--- src/rtl/uart_frame_tx.sv ---
// UART frame transmitter: latches a 24-bit payload on a start request and sends
// an 8N1 five-byte frame (header, three payload bytes MSB-first, checksum).
module uart_frame_tx #(
    parameter int          CLK_FREQ = 50_000_000,
    parameter int          BAUD     = 115200,
    parameter logic [7:0]  HEADER   = 8'hAA
) (
    input  logic        clk,
    input  logic        rst,
    input  logic        send,
    input  logic [23:0] payload,
    output logic        tx,
    output logic        busy,
    output logic        done
);

    localparam int BIT_CYCLES = CLK_FREQ / BAUD;
    localparam int CNT_W      = (BIT_CYCLES > 1) ? $clog2(BIT_CYCLES) : 1;
    localparam logic [CNT_W-1:0] CNT_LAST = CNT_W'(BIT_CYCLES - 1);

    typedef enum logic [1:0] {
        IDLE,
        START,
        DATA,
        STOP
    } state_t;

    state_t            state;
    logic [CNT_W-1:0]  baud_cnt;
    logic [2:0]        bit_idx;
    logic [2:0]        byte_idx;
    logic [23:0]       data_q;
    logic [7:0]        chk_q;
    logic [7:0]        cur_byte;
    logic              bit_end;

    // Byte currently on the wire, selected by its position in the frame
    always_comb begin
        cur_byte = HEADER;
        case (byte_idx)
            3'd1:    cur_byte = data_q[23:16];
            3'd2:    cur_byte = data_q[15:8];
            3'd3:    cur_byte = data_q[7:0];
            3'd4:    cur_byte = chk_q;
            default: cur_byte = HEADER;
        endcase
    end

    assign bit_end = (baud_cnt == CNT_LAST);

    always_ff @(posedge clk or posedge rst) begin
        if (rst) begin
            state    <= IDLE;
            baud_cnt <= '0;
            bit_idx  <= '0;
            byte_idx <= '0;
            data_q   <= '0;
            chk_q    <= '0;
            tx       <= 1'b1;
            busy     <= 1'b0;
            done     <= 1'b0;
        end else begin
            done <= 1'b0;
            case (state)
                IDLE: begin
                    tx       <= 1'b1;
                    baud_cnt <= '0;
                    if (send) begin
                        data_q <= payload;
                        chk_q  <= payload[23:16] + payload[15:8] + payload[7:0];
                        state  <= START;
                        tx     <= 1'b0;
                        busy   <= 1'b1;
                    end
                end
                START: begin
                    if (bit_end) begin
                        baud_cnt <= '0;
                        bit_idx  <= '0;
                        state    <= DATA;
                        tx       <= cur_byte[0];
                    end else begin
                        baud_cnt <= baud_cnt + 1'b1;
                    end
                end
                DATA: begin
                    if (bit_end) begin
                        baud_cnt <= '0;
                        if (bit_idx == 3'd7) begin
                            bit_idx <= '0;
                            state   <= STOP;
                            tx      <= 1'b1;
                        end else begin
                            bit_idx <= bit_idx + 3'd1;
                            tx      <= cur_byte[bit_idx + 3'd1];
                        end
                    end else begin
                        baud_cnt <= baud_cnt + 1'b1;
                    end
                end
                STOP: begin
                    if (bit_end) begin
                        baud_cnt <= '0;
                        // Last stop bit ends the frame; otherwise the next start bit follows at once
                        if (byte_idx == 3'd4) begin
                            byte_idx <= '0;
                            state    <= IDLE;
                            tx       <= 1'b1;
                            busy     <= 1'b0;
                            done     <= 1'b1;
                        end else begin
                            byte_idx <= byte_idx + 3'd1;
                            state    <= START;
                            tx       <= 1'b0;
                        end
                    end else begin
                        baud_cnt <= baud_cnt + 1'b1;
                    end
                end
                default: begin
                    state <= IDLE;
                    tx    <= 1'b1;
                    busy  <= 1'b0;
                end
            endcase
        end
    end

endmodule

--- config.mk ---
export PLATFORM = sky130hd
export DESIGN_NAME = uart_frame_tx
export DESIGN_NICKNAME = d
export VERILOG_FILES = /design/src/rtl/uart_frame_tx.sv
export SDC_FILE = /design/constraint.sdc
export NUM_CORES = 1
export LEC_CHECK = 0
export BUFFER_PORTS_ARGS = -buffer_cell sky130_fd_sc_hd__clkbuf_2
export CORE_MARGIN = 2
export CORE_UTILIZATION = 50
export DETAILED_ROUTE_END_ITERATION = 8
export PLACE_DENSITY = 0.69
export SKIP_CTS_REPAIR_TIMING = 1
export SLEW_MARGIN = 25
export SYNTH_ARGS = -nofsm -noshare
export SYNTH_HDL_FRONTEND = slang
export SYNTH_SLANG_ARGS = --single-unit
export TNS_END_PERCENT = 30
--- constraint.sdc ---
create_clock -name clk -period 5.2 [get_ports clk]
set_input_delay 0.52 -clock clk [delete_from_list [all_inputs] [get_ports clk]]
set_output_delay 0.52 -clock clk [all_outputs]
set_load 0.02 [all_outputs]
# After elaboration in Yosys (flattened, before gate mapping)
# Cells that the tools add are included.
dict set report word_totals {
  out_inout_bits 3
  ff_bits 52
  wordCells 70
  inputBits 27
}
dict set report classes {
  n_addsub 5
  reduce_logical 10
  n_eq_ne 15
  order_cmp 1
  n_mux 30
}
# op n
set ops {}
lappend ops {{$pmux 8 s4} 1}
lappend ops {{$pmux 9 s2} 1}
lappend ops {{$add 8x8->8} 2}
lappend ops {{$mux 1} 13}
lappend ops {{$mux 3} 4}
lappend ops {{$ne 2x2->1 const B} 6}
lappend ops {{$mux 2} 5}
lappend ops {{$add 9x1->9 const B} 1}
lappend ops {{$eq 9x9->1 const B} 1}
lappend ops {{$mux 9} 1}
lappend ops {{$pmux 2 s4} 1}
lappend ops {{$add 3x1->3 const B} 2}
lappend ops {{$eq 3x2->1 const B} 2}
lappend ops {{$eq 3x3->1 const B} 2}
lappend ops {{$pmux 3 s2} 1}
lappend ops {{$reduce_and 3->1} 2}
lappend ops {{$reduce_and 5->1} 1}
lappend ops {{$eq 2x2->1 const B} 2}
lappend ops {{$lt 3x4->1 const B} 1}
lappend ops {{$pmux 1 s4} 1}
lappend ops {{$reduce_and 2->1} 2}
lappend ops {{$reduce_and 4->1} 1}
lappend ops {{$reduce_bool 2->1} 2}
lappend ops {{$bmux 1 s3} 1}
lappend ops {{5 further kinds} 5}

# Longest topological paths before layout
dict set report logic_depth {
  ltp_word 7
  ltp_mapped 12
  depth_no_buf 12
}

# Least setup slack after synthesis
# Ideal clock, no wire load.
dict set report synth_timing {
  path_type {input port to flip-flop}
  start {in payload[1]}
  end {reg chk_q[7]}
  path_slack_ns 2.798
  setup_time_ns 0.068
  path_stages 10
  path_buffers 0
  arrival_time_ns 2.334
  required_ns 5.132
  cell_sequence {fa_1 ha_1 inv_1 fa_1 nor2b_1 o21ai_0 a21oi_1 o21ai_0 a21o_1 nand3_1}
}
dict set report synth_between {
  elab_chain_cells 1
}
# item line
set synth_rtl {}
lappend synth_rtl {{start: declaration} 11} ;# input logic [23:0] payload,
lappend synth_rtl {{$add 8x8->8} 70} ;# chk_q <= payload[23:16] + payload[15:8] + payload[7:0];
lappend synth_rtl {{end signal: assignment} 70}
lappend synth_rtl {{end: declaration} 33} ;# logic [7:0] chk_q;
# Every way passes these cells.
# A chain may end at the register's enable or synchronous reset.

# Final worst setup path
# Same ends and word-level chain as after synthesis.

==> flow_summary.json <==
{
  "outcome": "finished clean",
  "ys_types": 40,
  "synthTopCellsByArea": "sky130_fd_sc_hd__dfrtp_1 (43%), sky130_fd_sc_hd__mux2_2 (9.1%), sky130_fd_sc_hd__ha_1 (8.5%)",
  "numCtsBuffers": 5,
  "vias_in_the_first_global_route": 2097,
  "timing.critical_path.buf_inv": 2,
  "final_max_slew_viol_count": 0,
  "synth-seq-area-share_pct": 44.0,
  "setup.worst_path.class": "in2reg",
  "synthesis.nets": 337,
  "fmax_mhz": 424,
  "drv.max_cap_violation_count": 0,
  "fp.dieArea_um2": 6550,
  "clock_insertion_delay_worst_skew_ns": 0.31,
  "critical_path.top_delay_family": "adder cells",
  "drc": 0,
  "vdd.ir_drop.worst_mv": 0.135,
  "hpwlAfterDp_mm": 4.09,
  "drt_pass1_iterations": 4,
  "wl_per_cell_um": 14.6,
  "io-pin-count": 30,
  "grt.total_usage_pct": 18.9,
  "io_buffers": 29,
  "p_leak_nw": 1.55,
  "p_int_uw": 581,
  "maximum_number_of_pins_on_one_net_before_global_route_repair": 53,
  "wirelength_mm": 5.59,
  "cts.sink_count": 52,
  "layout-drive-gt1-share_pct": 22.1,
  "grt_overflow": 0,
  "finalHoldViolations": 0,
  "number_of_synthesized_flops_with_an_enable_pin": 0,
  "timing.slew.headroom_pct": 56.3,
  "total_power_divided_by_cell_area_nw_per_um2": 233,
  "path_clk_slew_ns": 0.10,
  "rsz0062_at_grt": "false",
  "detail_route.iter0.violations": 99,
  "cts_root_buf": "sky130_fd_sc_hd__clkbuf_8",
  "p_seq_share_pct": 53.1,
  "synth-async-reset-ratio_pct": 100,
  "final_nets": 361,
  "synth_largest_type_area_fraction_pct": 43.1,
  "crit_slowest_cell": "sky130_fd_sc_hd__fa_1",
  "maximum_fanout_along_the_worst_path": 2,
  "worst-endpoint-arrival_ns": 2.60,
  "timing.critical_path.slowest_cell_delay_ns": 0.53,
  "floorplan.initialDensity_pct": 50.9,
  "layout_min_cycle_time_ns": 2.36,
  "totalNegativeSetupSlack_ns": 0,
  "number_of_vias_after_detailed_routing": 2098,
  "placeable_core_region_um2": 5820,
  "p_sw_uw": 179,
  "multi_input_comb_area_um2": 1540,
  "antennaDiodeCount": 0,
  "yosys_register_bits": 52,
  "die_height_um": 80.9,
  "hold-worst-slack_ns": 0.278,
  "period_share_pct": 45.4,
  "finalSetupViolCount": 0,
  "grt_pass1_wl_mm": 9.37,
  "cts_tree": "yes",
  "rows": 28,
  "h-tree-depth": 2,
  "avgSynthCellArea_um2": 10.5,
  "cp.required_ns": 5.44,
  "synth_flop_cell": "sky130_fd_sc_hd__dfrtp_1",
  "clockBufferDepth": 2,
  "power.share.clock_pct": 36.6,
  "worst_hold_path_type": "in2async",
  "synthToLayoutAreaGrowth_pct": 10.3,
  "switching_share_pct": 23.6,
  "worstPathCellList": "clkbuf_2, fa_1, ha_1, inv_1, fa_1, nor2b_1, o21ai_0, a21oi_1, o21ai_0, a21o_1, nand3_1",
  "antenna_violating_nets_post_route": 0,
  "syn_inst": 282,
  "cp-end-kind": "register",
  "seqCellArea_um2": 1300,
  "layout.filler_cells": 528,
  "fp.dieW_um": 80.9,
  "worst_slew_pin_slew_ns": 0.655,
  "finalWeightedCongestion": 0.804,
  "viasPerCell": 5.49,
  "comb_pwr_share_pct": 10.3,
  "synthesis.area_um2": 2960,
  "synth.yosys.warnings": 0,
  "synthDominantAreaCellType": "sky130_fd_sc_hd__dfrtp_1",
  "finClkSkew_ns": 0.0101,
  "antenna_found_initial": 0,
  "crit_path_start_kind": "input port"
}
[power by group through the flow]
stage	clock network (mW)	logic [mW]	registers (mW)
after CTS	0.284	0.0802	0.404
after global routing	0.301	0.0916	0.404
after global placement	0	0.0780	0.412
after floorplan	0	0.0514	0.412
final	0.278	0.0783	0.404
after detailed placement	0	0.0797	0.412
[kinds of logic (layout without fill, tap and decap cells)]
| logic type | Yosys count | in the layout | synth area share (%) |
|---|---|---|---|
| adders and majority gates | 28 | 28 | 13.9 |
| xor gates and xnor gates | 13 | 13 | 3.85 |
| and+or+nand+nor | 74 | 74 | 11.5 |
| DFF | 52 | 52 | 44.0 |
| AOI/OAI and AO/OA | 59 | 59 | 13.6 |
| buffers and inverters | 32 | 57 | 4.10 |
| muxes | 24 | 24 | 9.13 |
[flip-flops by register name (all words and copies together), names as in the netlist]
name	flops
tx	1
bit_idx	3
busy	1
data_q	24
state	2
chk_q	8
baud_cnt	9
done	1
byte_idx	3
[final timing paths]
kind	start	to	slack, ns	cells past startpoint
max reg2reg	byte_idx[2]	tx	3.04	7
max	payload[1]	chk_q[7]	2.84	11
max in group asynchronous	rst	data_q[20]	4.47	2
min reg2reg	chk_q[3]	chk_q[3]	0.49	2
min in group clk	payload[18]	data_q[18]	0.47	2
min	rst	byte_idx[1]	0.28	2
[layer usage]
metal / vias to the layer above / global-route usage, % / share of wire, %
li1: 1030 / - / -
met1: 1020 / 24.5 / 45
met2: 34 / 31.4 / 49
met3: 14 / 3.00 / 3.0
met4: 0 / 7.80 / 2.5
met5: - / 0 / 0
[layout by cell type, fill, tap and decap left out, types with 2 or more instances in the layout]
master                      instances
sky130_fd_sc_hd__a21o_1             3
sky130_fd_sc_hd__a221o_1            3
sky130_fd_sc_hd__a22o_1             2
sky130_fd_sc_hd__nor2b_1            2
sky130_fd_sc_hd__nor3_1             3
sky130_fd_sc_hd__nand2_1           28
sky130_fd_sc_hd__inv_1             19
sky130_fd_sc_hd__clkbuf_8           5
sky130_fd_sc_hd__nand2b_1           2
sky130_fd_sc_hd__o31ai_1            4
sky130_fd_sc_hd__o21ai_0           20
sky130_fd_sc_hd__clkbuf_2          29
sky130_fd_sc_hd__xor2_1             4
sky130_fd_sc_hd__ha_1              20
sky130_fd_sc_hd__o211ai_1           4
sky130_fd_sc_hd__nand3_1           10
sky130_fd_sc_hd__a22oi_1            6
sky130_fd_sc_hd__xnor2_1            9
sky130_fd_sc_hd__nor2_1            21
sky130_fd_sc_hd__o2111ai_1          3
sky130_fd_sc_hd__dfrtp_1           51
sky130_fd_sc_hd__a31oi_1            3
sky130_fd_sc_hd__a21oi_1            5
sky130_fd_sc_hd__fa_1               8
sky130_fd_sc_hd__mux2_2            24
[layout make-up]
class | instances | share of cell area, %
timing repair buffer | 29 | 4.45
multi-input combinational | 198 | 47.1
clock buffer | 6 | 2.22
clock inverter | 2 | 1.07
tap | 75 | 2.88
sequential | 52 | 39.9
inverter | 20 | 2.38
[metrics by stage]
stage | cells | area (µm²) | total power [mW] | util, % | worst slack, ns
after floorplan | 282 | 2960 | 0.463 | - | 2.80
after global placement | 374 | 3150 | 0.490 | 54.2 | 2.56
after detailed placement | 374 | 3160 | 0.492 | 54.3 | 2.55
after CTS | 382 | 3260 | 0.769 | 56.1 | 2.86
after global routing | 382 | 3260 | 0.797 | 56.1 | 2.59
final | 382 | 3260 | 0.760 | 56.1 | 2.84
[cell usage after synthesis, types with 2 or more instances]
| cell type | n |
|---|---|
| sky130_fd_sc_hd__a221o_1 | 3 |
| sky130_fd_sc_hd__xor2_1 | 4 |
| sky130_fd_sc_hd__a21o_1 | 3 |
| sky130_fd_sc_hd__o31ai_1 | 4 |
| sky130_fd_sc_hd__nor2b_1 | 2 |
| sky130_fd_sc_hd__a21oi_1 | 5 |
| sky130_fd_sc_hd__o211ai_1 | 4 |
| sky130_fd_sc_hd__ha_1 | 20 |
| sky130_fd_sc_hd__nor2_1 | 21 |
| sky130_fd_sc_hd__nand2_1 | 28 |
| sky130_fd_sc_hd__xnor2_1 | 9 |
| sky130_fd_sc_hd__a22oi_1 | 6 |
| sky130_fd_sc_hd__clkbuf_1 | 10 |
| sky130_fd_sc_hd__nand3_1 | 10 |
| sky130_fd_sc_hd__fa_1 | 8 |
| sky130_fd_sc_hd__and2_1 | 2 |
| sky130_fd_sc_hd__nor3_1 | 3 |
| sky130_fd_sc_hd__a22o_1 | 2 |
| sky130_fd_sc_hd__mux2_2 | 24 |
| sky130_fd_sc_hd__dfrtp_1 | 51 |
| sky130_fd_sc_hd__a31oi_1 | 3 |
| sky130_fd_sc_hd__o2111ai_1 | 3 |
| sky130_fd_sc_hd__inv_1 | 20 |
| sky130_fd_sc_hd__nand2b_1 | 2 |
| sky130_fd_sc_hd__o21ai_0 | 20 |
(Power assumes the default switching activity.)
